===== src/rtl/vector_gates_pkg.sv =====
// Opcode encoding and shared result function for the vector gates pipeline.
// Latency: n/a (types and a pure combinational function).
// Backpressure: n/a.
package vector_gates_pkg;

  localparam int OP_W  = 3;
  // Widest operand the shared function handles; narrower operands are zero-extended.
  localparam int MAX_W = 64;

  typedef enum logic [OP_W-1:0] {
    OP_OR      = 3'd0,
    OP_AND     = 3'd1,
    OP_XOR     = 3'd2,
    OP_NOR     = 3'd3,
    OP_NAND    = 3'd4,
    OP_XNOR    = 3'd5,
    OP_ACC_OR  = 3'd6,
    OP_ACC_CLR = 3'd7
  } op_e;

  // Returns {bitwise, logical}. Operands are zero-extended by the caller, so the
  // upper bitwise bits of the inverting ops are junk and get truncated away; the
  // logical result only looks at reductions, which zero-extension does not disturb.
  function automatic logic [MAX_W:0] vg_calc(
    input op_e              op,
    input logic [MAX_W-1:0] a,
    input logic [MAX_W-1:0] b,
    input logic [MAX_W-1:0] acc
  );
    logic [MAX_W-1:0] bw;
    logic             lg;
    logic             ra;
    logic             rb;
    ra = |a;
    rb = |b;
    bw = a | b;
    lg = ra || rb;
    case (op)
      OP_OR:      begin bw = a | b;        lg = ra || rb;     end
      OP_AND:     begin bw = a & b;        lg = ra && rb;     end
      OP_XOR:     begin bw = a ^ b;        lg = ra ^ rb;      end
      OP_NOR:     begin bw = ~(a | b);     lg = !(ra || rb);  end
      OP_NAND:    begin bw = ~(a & b);     lg = !(ra && rb);  end
      OP_XNOR:    begin bw = ~(a ^ b);     lg = !(ra ^ rb);   end
      OP_ACC_OR:  begin bw = acc | a | b;  lg = |(acc | a | b); end
      OP_ACC_CLR: begin bw = a | b;        lg = ra || rb;     end
      default:    begin bw = a | b;        lg = ra || rb;     end
    endcase
    return {bw, lg};
  endfunction

endpackage


===== src/rtl/vg_skid_buf.sv =====
// Generic one-entry skid buffer with a registered ready; data passes straight through when empty.
// Latency: 0 cycles when empty (combinational bypass), otherwise served from the skid register.
// Backpressure: an accepted beat that downstream refuses is parked; in_rdy drops the cycle after.
module vg_skid_buf #(
  parameter int DW = 8
) (
  input  logic          clk,
  input  logic          reset,
  input  logic          in_vld,
  output logic          in_rdy,
  input  logic [DW-1:0] in_dat,
  output logic          out_vld,
  input  logic          out_rdy,
  output logic [DW-1:0] out_dat
);

  logic          full_q, full_d;
  logic          rdy_q, rdy_d;
  logic [DW-1:0] dat_q, dat_d;
  logic          in_xfer;

  assign in_xfer = in_vld && rdy_q;
  assign in_rdy  = rdy_q;
  assign out_vld = full_q || in_xfer;
  assign out_dat = full_q ? dat_q : in_dat;

  // Park a beat when downstream stalls; release it as soon as downstream accepts.
  always_comb begin
    full_d = full_q;
    dat_d  = dat_q;
    if (full_q) begin
      if (out_rdy) full_d = 1'b0;
    end else if (in_xfer && !out_rdy) begin
      full_d = 1'b1;
      dat_d  = in_dat;
    end
    rdy_d = !full_d;
  end

  // Skid state and the registered ready.
  always_ff @(posedge clk) begin
    if (reset) begin
      full_q <= 1'b0;
      rdy_q  <= 1'b1;
      dat_q  <= '0;
    end else begin
      full_q <= full_d;
      rdy_q  <= rdy_d;
      dat_q  <= dat_d;
    end
  end

endmodule


===== src/rtl/vector_gates_pipe.sv =====
// Pipelined vector gates: bitwise/logical/inverted results of two operands plus running accumulator.
// Latency: 1 cycle from input acceptance to out_valid when not stalled; 1 beat/cycle throughput.
// Backpressure: holds 2 beats (result register + skid); in_ready is a register, outputs hold while stalled.
module vector_gates_pipe
  import vector_gates_pkg::*;
#(
  parameter int               WIDTH    = 3,
  parameter logic [WIDTH-1:0] ACC_INIT = '0
) (
  input  logic               clk,
  input  logic               reset,
  input  logic               in_valid,
  output logic               in_ready,
  input  logic [2:0]         op,
  input  logic [WIDTH-1:0]   a,
  input  logic [WIDTH-1:0]   b,
  output logic               out_valid,
  input  logic               out_ready,
  output logic [WIDTH-1:0]   out_bitwise,
  output logic               out_logical,
  output logic [2*WIDTH-1:0] out_not,
  output logic [WIDTH-1:0]   out_acc
);

  // Each queued beat carries op, operands and the accumulator before and after
  // its own update, so a stalled beat never sees a later beat's accumulator.
  localparam int DW = OP_W + 4 * WIDTH;
  localparam int RW = WIDTH + 1;

  logic               in_xfer;
  logic [WIDTH-1:0]   acc_q, acc_d;
  logic [DW-1:0]      skid_in_dat;
  logic               s_vld, s_rdy;
  logic [DW-1:0]      s_dat;
  logic [OP_W-1:0]    s_op;
  logic [WIDTH-1:0]   s_a, s_b, s_acc_pre, s_acc_post;
  logic [WIDTH:0]     calc;

  logic               out_vld_q, out_vld_d;
  logic [WIDTH-1:0]   bw_q, bw_d;
  logic               lg_q, lg_d;
  logic [2*WIDTH-1:0] not_q, not_d;
  logic [WIDTH-1:0]   acc_o_q, acc_o_d;

  // Accumulator advances at input acceptance; the beat is tagged with both snapshots.
  always_comb begin
    in_xfer = in_valid && in_ready;
    acc_d   = acc_q;
    if (in_xfer) begin
      case (op_e'(op))
        OP_ACC_OR:  acc_d = acc_q | a | b;
        OP_ACC_CLR: acc_d = ACC_INIT;
        default:    acc_d = acc_q;
      endcase
    end
    skid_in_dat = {op, a, b, acc_q, acc_d};
  end

  vg_skid_buf #(
    .DW (DW)
  ) u_skid (
    .clk     (clk),
    .reset   (reset),
    .in_vld  (in_valid),
    .in_rdy  (in_ready),
    .in_dat  (skid_in_dat),
    .out_vld (s_vld),
    .out_rdy (s_rdy),
    .out_dat (s_dat)
  );

  // Result register may load whenever it is empty or its contents are leaving.
  assign s_rdy = !out_vld_q || out_ready;

  // Compute the result from the skid output (or bypass) and load the result register.
  always_comb begin
    {s_op, s_a, s_b, s_acc_pre, s_acc_post} = s_dat;
    calc = RW'(vg_calc(op_e'(s_op), MAX_W'(s_a), MAX_W'(s_b), MAX_W'(s_acc_pre)));
    out_vld_d = out_vld_q;
    bw_d      = bw_q;
    lg_d      = lg_q;
    not_d     = not_q;
    acc_o_d   = acc_o_q;
    if (s_rdy) begin
      out_vld_d = s_vld;
      if (s_vld) begin
        bw_d    = calc[WIDTH:1];
        lg_d    = calc[0];
        not_d   = {~s_b, ~s_a};
        acc_o_d = s_acc_post;
      end
    end
  end

  // Accumulator and result register; reset discards anything in flight.
  always_ff @(posedge clk) begin
    if (reset) begin
      acc_q     <= ACC_INIT;
      out_vld_q <= 1'b0;
      bw_q      <= '0;
      lg_q      <= 1'b0;
      not_q     <= '0;
      acc_o_q   <= ACC_INIT;
    end else begin
      acc_q     <= acc_d;
      out_vld_q <= out_vld_d;
      bw_q      <= bw_d;
      lg_q      <= lg_d;
      not_q     <= not_d;
      acc_o_q   <= acc_o_d;
    end
  end

  assign out_valid   = out_vld_q;
  assign out_bitwise = bw_q;
  assign out_logical = lg_q;
  assign out_not     = not_q;
  assign out_acc     = acc_o_q;

endmodule


===== config.mk =====
export PLATFORM = sky130hd
export DESIGN_NAME = vector_gates_pipe
export DESIGN_NICKNAME = d
export VERILOG_FILES = /design/src/rtl/vector_gates_pkg.sv /design/src/rtl/vg_skid_buf.sv /design/src/rtl/vector_gates_pipe.sv
export SDC_FILE = /design/constraint.sdc
export NUM_CORES = 1
export LEC_CHECK = 0
export BUFFER_PORTS_ARGS = -buffer_cell sky130_fd_sc_hd__buf_2
export CORE_ASPECT_RATIO = 0.7
export CORE_MARGIN = 2
export CORE_UTILIZATION = 45
export DETAILED_ROUTE_END_ITERATION = 10
export PLACE_DENSITY = 0.75
export SLEW_MARGIN = 10
export SYNTH_ARGS = -nofsm -noshare
export SYNTH_HDL_FRONTEND = slang
export SYNTH_SLANG_ARGS = --single-unit
export TNS_END_PERCENT = 20

===== constraint.sdc =====
create_clock -name clk -period 6.1 [get_ports clk]
set_input_delay 1.22 -clock clk [delete_from_list [all_inputs] [get_ports clk]]
set_output_delay 1.22 -clock clk [all_outputs]
set_load 0.02 [all_outputs]

==> results of run 1 <==
[per-layer routing]
layer | global-route usage | routed length (µm)
met5 | 0 | 0
met4 | 0.0786 | 65
met3 | 0.0506 | 290
met2 | 0.314 | 1970
met1 | 0.312 | 2350
[worst min-delay path by stage]
stage	startpoint	end	slack [ns]	depth (start not counted)
2_1_floorplan	u_skid.dat_q[0]	u_skid.dat_q[0]	0.44	2
3_3_place_gp	out_not[4]	out_not[4]	0.44	2
3_5_place_dp	out_not[3]	out_not[3]	0.45	2
4_1_cts	out_not[3]	out_not[3]	0.46	2
5_1_grt	out_not[3]	out_not[3]	0.47	2
6_report	out_not[3]	out_not[3]	0.46	2
[registers in the layout (all words and copies together), names as in the netlist, 3 cells and up]
signal        flops
acc_q             3
out_acc           3
out_not           6
out_bitwise       3
u_skid.dat_q     15
[placed cells by master, fill, tap and decap left out, types with 5 or more instances in the layout]
| cell | instances |
|---|---|
| nand2b_1 | 5 |
| nand2_1 | 46 |
| ha_1 | 8 |
| dfxtp_1 | 34 |
| nor2_1 | 21 |
| a21oi_1 | 34 |
| buf_2 | 27 |
| nor3_1 | 10 |
| inv_1 | 8 |
| mux2i_1 | 7 |
| clkbuf_8 | 6 |
| o21ai_0 | 9 |
[area by class of cell]
class                           count  share of cell area
Multi-Input combinational cell    186               0.517
Sequential cell                    34               0.320
Timing Repair Buffer               28              0.0670
Clock buffer                        6              0.0388
Tap cell                           52              0.0306
Inverter                           12              0.0212
Clock inverter                      2             0.00588
[kinds of logic after synthesis]
| logic type | Yosys count | synth area share |
|---|---|---|
| simple gates | 99 | 0.239 |
| compound gates | 68 | 0.224 |
| flops | 34 | 0.358 |
| buf+inv | 26 | 0.0638 |
| mux | 11 | 0.0631 |
| fa+ha+maj | 8 | 0.0526 |
[power by group through the flow]
stage	registers (mW)	clock network, mW	logic (mW)
global route	0.240	0.195	0.109
floorplan	0.252	0	0.0606
CTS	0.238	0.181	0.0979
finish	0.238	0.177	0.0983
global placement	0.243	0	0.0966
detailed placement	0.244	0	0.0975
[worst max-delay path: stages]
cell,delay (ns)
buf_2,0.12
mux2i_1,0.27
inv_2,0.07
nor3_1,0.33
ha_1,0.31
nand2_1,0.06
a21oi_1,0.07
a2111oi_1,0.36
a21boi_1,0.11
==> metrics.txt, run 1 <==
core box area 0.00399 mm²; required time worst endpoint 6.27 ns; setup ws final 3.35 ns; row count 19; vias in the first global route 1,647; worst-margin pin slew 0.993 ns; die width 81.7 µm; share of the synthesized area in the top cell type 0.358; clock buffer depth 2; critical path class input pin to flip-flop; post-CTS setup buffers 0; post-route ant nets 0; Tmin final 2.75 ns; dpl cells 312; initial core utilization 0.477; Pint 359 µW; Area Overhead vs Synth 11.9%; synthesized area per cell 7.74 µm²; Syn Nets 267; routed len/inst 14.6 µm; Slew Viols, Final 0; Max Fanout on Critical Path 4; Placer Congestion 0.893; P_sw 155 µW; Die ar. 0.00477 mm²; Synth Cell Area 0.00190 mm²; GRT Resource Usage Total 0.216; switching fraction of total power 0.301; crit end category flip-flop; utilization after layout 0.533; initial antenna violation count 0; DRT Pass-1 Iters 6; final instance area 0.00213 mm²; CTS tree done; P per Cell Area 241 mW/mm²; post-DR vias/cell 5.63; FMAX 363 MHz; Rel. slew slack 0.334; post_cts resized 0; Flop pwr share 0.464; yosys warns 0; Max H-tree Level 2; Clk pwr share 0.345; area leader, netlist dfxtp_1; Layout Nets 288; Port Buffers 27; IO Count 28; pre-CTS WS 3.10 ns; largest net degree at the start of global routing 35; RSZ-0062 raised after global routing no; final hold violations 0; clock transition at the registers of the reported paths 0.07 ns; Cell variety after synth 44; routed wire length 4680 µm; Post-synth EDFFs 0; diode count 0; Max-Cap Viols 0; Worst Clk Skew 0.00674 ns; total gr overflow 0; CTS Hold Bufs 0; Worst setup SP type input pin; root buf cell clkbuf_8; CTS buffer count 5; VDD IR-drop max 0.000217 V; most common cell in the netlist nand2_1; hold slack 0.456 ns; min-delay worst type flip-flop to flip-flop; overall power 514 µW; register area 681 µm²; Logic pwr share 0.191; r2r startpoint u_skid.full_q; period utilization 0.451; sequential fraction of the synthesis area 0.358; Clock Sinks 34; WP data arrival 2.93 ns; setup_tns 0 ns; synth top area cells dfxtp_1, nand2_1, a21oi_1, ha_1, nor2_1; Final HPWL DP 3320 µm; R2R Setup Slk 3.62 ns; Critical R2R Capture out_logical; Fillers 412; first-pass GRT wire length 7850 µm; post-route insts no fill 320; Reg2Reg Depth 9; placed cell areas 0.00203 mm²; layout cell share with drive strength beyond 1 0.179; ys flop type dfxtp_1; Leak 0.837 nW; outcome complete, no violations; vias post-DR 1,801; area occupied by multi-input gates 0.00110 mm²; cells after synthesis 246; #FFs+latches synth 34; crit path launch a[2]; asr flop ratio synth 0; Worst-Skew Late Latency 0.29 ns; drt initial violations 169; DIE HEIGHT 58.4 µm; DR DRC count 0; Final Setup Violations 0; synth cell count leaders nand2_1, a21oi_1, dfxtp_1; CP Capture Point out_logical
(Power assumes the default switching activity.)
==> inputs of run 2 (changes only) <==
Clock period 6.1 ns to 2.9 ns, I/O delays scaled along.
==> metrics.txt, run 2 (synthesis results as in run 1) <==
Max stage delay cell, worst path dfxtp_1; Final HPWL DP 3390 µm (+2.1%); routed len/inst 15.1 µm (+3.5%); Leak 0.857 nW (+2.4%); VDD IR-drop max 0.000362 V (+67%); post-route ant nets 0 (unchanged); Die ar. 0.00477 mm² (unchanged); CTS tree done; hold slack 0.455 ns (-0.00115 ns); CP peak stage delay 0.79 ns (+0.43 ns); outcome complete, no violations; IO Count 28 (unchanged); Fillers 397 (-3.6%); required time worst endpoint 3.06 ns (-3.21 ns); die width 81.7 µm (unchanged); RSZ-0062 raised after global routing no; root buf cell clkbuf_8; clock buffer depth 2 (unchanged); GRT Resource Usage Total 0.228 (+0.0124); Worst Clk Skew 0.00844 ns (+0.00170 ns); Clock Sinks 34 (unchanged); vias in the first global route 1,637 (-0.61%); total gr overflow 0 (unchanged); Largest Register u_skid.dat_q; critical path class flip-flop to flip-flop; Port Buffers 27 (unchanged); clock transition at the registers of the reported paths 0.07 ns (about the same); diode count 0 (unchanged); first-pass GRT wire length 8170 µm (+4.1%); initial antenna violation count 0 (unchanged); period utilization 0.895; post-DR vias/cell 5.73 (+1.8%); DR DRC count 0 (unchanged); DRT Pass-1 Iters 5 (-1); core box area 0.00399 mm² (unchanged); Max-Cap Viols 0 (unchanged); Worst-Skew Late Latency 0.29 ns (about the same); worst-margin pin slew 0.718 ns (-0.275 ns); dpl cells 316 (+1.3%); Max Fanout on Critical Path 19 (+15); final hold violations 0 (unchanged); post_cts resized 0 (unchanged); Slew Viols, Final 0 (unchanged); row count 19 (unchanged); routed wire length 4910 µm (+4.8%); layout cell share with drive strength beyond 1 0.191 (+0.0121); Layout Nets 292 (+1.4%); post-route insts no fill 324 (+1.3%); setup_tns 0 ns (unchanged); min-delay worst type flip-flop to flip-flop; CP top delay family flip-flops; P per Cell Area 507 mW/mm² (+110%); Max H-tree Level 2 (unchanged); Worst setup SP type flip-flop; largest net degree at the start of global routing 34 (-2.9%); Placer Congestion 0.963 (+7.9%); Tmin final 2.60 ns; drt initial violations 171 (+1.2%); FMAX 385 MHz; initial core utilization 0.477 (unchanged); max reg flops 15 (unchanged); CTS Hold Bufs 0 (unchanged); WP data arrival 2.76 ns (-0.17 ns); crit end category flip-flop; commonest non-fill, non-tap cell in the layout nand2_1; Rel. slew slack 0.521 (+0.187); Final Setup Violations 0 (unchanged); Area Overhead vs Synth 13.5%; post-CTS setup buffers 0 (unchanged); CP cell instances mux2i_1 > inv_1 > nor3_1 > ha_1 > nand2_1 > a21oi_1 > a2111oi_1 > a21boi_1; CP bufs+invs 1 (-1); commonest non-fill, non-tap cells in the layout nand2_1, a21oi_1, dfxtp_1; CTS buffer count 5 (unchanged); DIE HEIGHT 58.4 µm (unchanged); vias post-DR 1,856 (+3.1%)
-- run 2: stage by stage --
step | util | power (mW) | cell area, µm² | worst slack, ns
final | 0.541 | 1.10 | 2160 | 0.303
after global routing | 0.541 | 1.15 | 2160 | 0.0508
after floorplan | - | 0.658 | 1900 | 0.584
after CTS | 0.541 | 1.10 | 2160 | 0.313
after global placement | 0.517 | 0.722 | 2060 | 0.405
after detailed placement | 0.517 | 0.722 | 2060 | 0.355
-- run 2: power by group --
| part | switching [mW] | internal, mW | total [mW] |
|---|---|---|---|
| logic | 0.133 | 0.0786 | 0.211 |
| clock network | 0.189 | 0.191 | 0.380 |
| registers | 0.0151 | 0.489 | 0.504 |
| total | 0.337 | 0.759 | 1.10 |
-- run 2: area by class of cell --
type                    count  area [µm²]  area share
well taps                  52        65.1      0.0301
inverters                  12        45.0      0.0209
multi-input cells         186        1100       0.510
clock inverters             2        12.5     0.00579
clock buffers               6        82.6      0.0382
flip-flops and latches     34         681       0.315
repair buffers             32         173      0.0800
-- run 2: worst paths after layout --
kind	to	depth (start not counted)	startpoint	slack, ns
hold / removal	out_not[2]	2	out_not[2]	0.45
setup reg to reg	out_logical	8	u_skid.full_q	0.30
setup / recovery	out_logical	8	u_skid.full_q	0.30
hold reg to reg	out_not[2]	2	out_not[2]	0.45
-- run 2: worst reg2reg max path: cells and delay by family, from the launching register on --
family / cells / cell delay (ns)
adder cells (fa/ha/maj): 1 / 0.30
buffers and inverters: 1 / 0.11
flip-flops: 1 / 0.79
multiplexers: 1 / 0.42
AO/OA/AOI/OAI: 3 / 0.53
AND/OR/NAND/NOR: 2 / 0.33
-- run 2: per-layer routing --
metal	part of all wire	wire [µm]	global-route usage	vias up
met5	0	0	0	-
met4	0.0092	45	0.0595	0
met3	0.061	300	0.0721	6
met2	0.42	2060	0.311	72
met1	0.51	2500	0.344	866
li1	-	-	-	912
==> inputs of run 3 (changes only) <==
Clock period 2.9 ns to 2.4 ns, I/O delays scaled along.
==> metrics.txt, run 3 (synthesis results as in run 1) <==
outcome complete, no violations; root buf cell clkbuf_8; routed len/inst 14.8 µm (-2.5%); Fillers 384 (-3.3%); WP depth 8 (unchanged); clock buffer depth 2 (unchanged); Largest Register u_skid.dat_q; min-delay worst type flip-flop to flip-flop; post-CTS setup buffers 0 (unchanged); Worst Clk Skew 0.00886 ns (+0.000426 ns); max reg flops 15 (unchanged); commonest non-fill, non-tap cells in the layout nand2_1, a21oi_1, dfxtp_1; Slew Viols, Final 0 (unchanged); DRT Pass-1 Iters 5 (unchanged); Die ar. 0.00477 mm² (unchanged); Port Buffers 27 (unchanged); DR DRC count 0 (unchanged); Clock Sinks 34 (unchanged); Final HPWL DP 3570 µm (+5.4%); Placer Congestion 0.969 (+0.62%); DIE HEIGHT 58.4 µm (unchanged); required time worst endpoint 2.57 ns (-0.49 ns); initial core utilization 0.477 (unchanged); VDD IR-drop max 0.000370 V (+2.2%); post-route ant nets 0 (unchanged); CTS tree done; period utilization 0.876 (-0.0189); initial antenna violation count 0 (unchanged); die width 81.7 µm (unchanged); Hold Crit Start out_not[3]; worst-margin pin slew 0.978 ns (+0.260 ns); Layout Nets 300 (+2.7%); WP data arrival 2.27 ns (-0.49 ns); drt initial violations 191 (+12%); Rel. slew slack 0.345 (-0.176); crit end category flip-flop; Max Fanout on Critical Path 10 (-9); Max H-tree Level 2 (unchanged); Worst-Skew Late Latency 0.29 ns (about the same); CTS buffer count 5 (unchanged); first-pass GRT wire length 8050 µm (-1.5%); register area 682 µm² (+0.18%); vias in the first global route 1,615 (-1.3%); Max-Cap Viols 0 (unchanged); final hold violations 0 (unchanged); crit path launch u_skid.full_q; routed wire length 4900 µm (-0.10%); critical path class flip-flop to flip-flop; area occupied by multi-input gates 0.00110 mm² (unchanged); FMAX 475 MHz (+23%); CP top delay family compound AO/OA/AOI/OAI gates; pre-CTS WS 0.183 ns (-0.171 ns); Final Setup Violations 0 (unchanged); RSZ-0062 raised after global routing no; row count 19 (unchanged); Hold Path Stages 2 (unchanged); CP peak stage delay 0.47 ns (-0.32 ns); r2r startpoint u_skid.full_q; vias post-DR 1,882 (+1.4%); Area Overhead vs Synth 16.7%; setup ws final 0.296 ns (-0.00704 ns); Tmin final 2.10 ns (-0.493 ns); Worst setup SP type flip-flop; core box area 0.00399 mm² (unchanged); post-DR vias/cell 5.67 (-1.0%); P per Cell Area 599 mW/mm² (+18%); hold slack 0.454 ns (-0.000319 ns); Max stage delay cell, worst path dfxtp_2; Leak 0.896 nW (+4.5%); IO Count 28 (unchanged); CP bufs+invs 1 (unchanged); GRT Resource Usage Total 0.220 (-0.00818); commonest non-fill, non-tap cell in the layout nand2_1; CP cell instances mux2i_1 > inv_2 > nor3_1 > ha_1 > nand2_1 > a21oi_1 > a2111oi_1 > a21boi_1; layout cell share with drive strength beyond 1 0.218 (+0.0267); total gr overflow 0 (unchanged); setup_tns 0 ns (unchanged); diode count 0 (unchanged); largest net degree at the start of global routing 34 (unchanged); clock transition at the registers of the reported paths 0.08 ns (about the same); Reg2Reg Depth 8 (unchanged)
==> run 3: cell types whose count changed in the layout (fill, tap and decap cells not counted), sizes merged <==
cell | before | now
buf | 32 | 40
==> run 3: through the flow <==
step                power (mW)  instance area (µm²)  instances  utilization
floorplan                0.796                 1900        246            -
global placement         0.881                 2120        324        0.532
detailed placement       0.885                 2120        324        0.532
CTS                       1.34                 2220        332        0.556
global route              1.41                 2220        332        0.556
finish                    1.33                 2220        332        0.556
==> run 3: worst paths after layout <==
| check | endpoint | slack [ns] |
|---|---|---|
| worst max-delay path | out_logical | 0.30 |
| worst min-delay path | out_not[3] | 0.45 |
| worst max register to register | out_logical | 0.30 |
| worst min register to register | out_not[3] | 0.45 |
==> run 3: cell type report <==
class                      count  area share
tap                           52      0.0293
timing repair buffer          40       0.105
multi-input combinational    186       0.496
clock buffer                   6      0.0372
sequential                    34       0.307
clock inverter                 2     0.00563
inverter                      12      0.0203
==> run 3: what timing repair did <==
action	4_1_cts	5_1_grt
gates resized for setup	0	1
endpoints found under the setup margin	0	1
hold buffers	0	0
==> run 3: power by group <==
group          total, mW  internal, mW  switching, mW
Clock              0.452         0.231          0.222
Combinational      0.269         0.105          0.163
Sequential         0.609         0.591         0.0180
==> run 3: worst reg2reg max path: cells and delay by family, from the launching register on <==
family / cells / cell delay (ns)
multiplexers: 1 / 0.30
buffers and inverters: 1 / 0.06
AO/OA/AOI/OAI: 3 / 0.49
flip-flops: 1 / 0.47
adder cells (fa/ha/maj): 1 / 0.31
AND/OR/NAND/NOR: 2 / 0.37
==> run 3: layer usage <==
metal / global-route usage / vias up / part of all wire
met5: 0 / - / 0
met4: 0.0524 / 0 / 0.0055
met3: 0.0567 / 4 / 0.072
met2: 0.312 / 79 / 0.43
met1: 0.332 / 873 / 0.49
li1: - / 926 / -
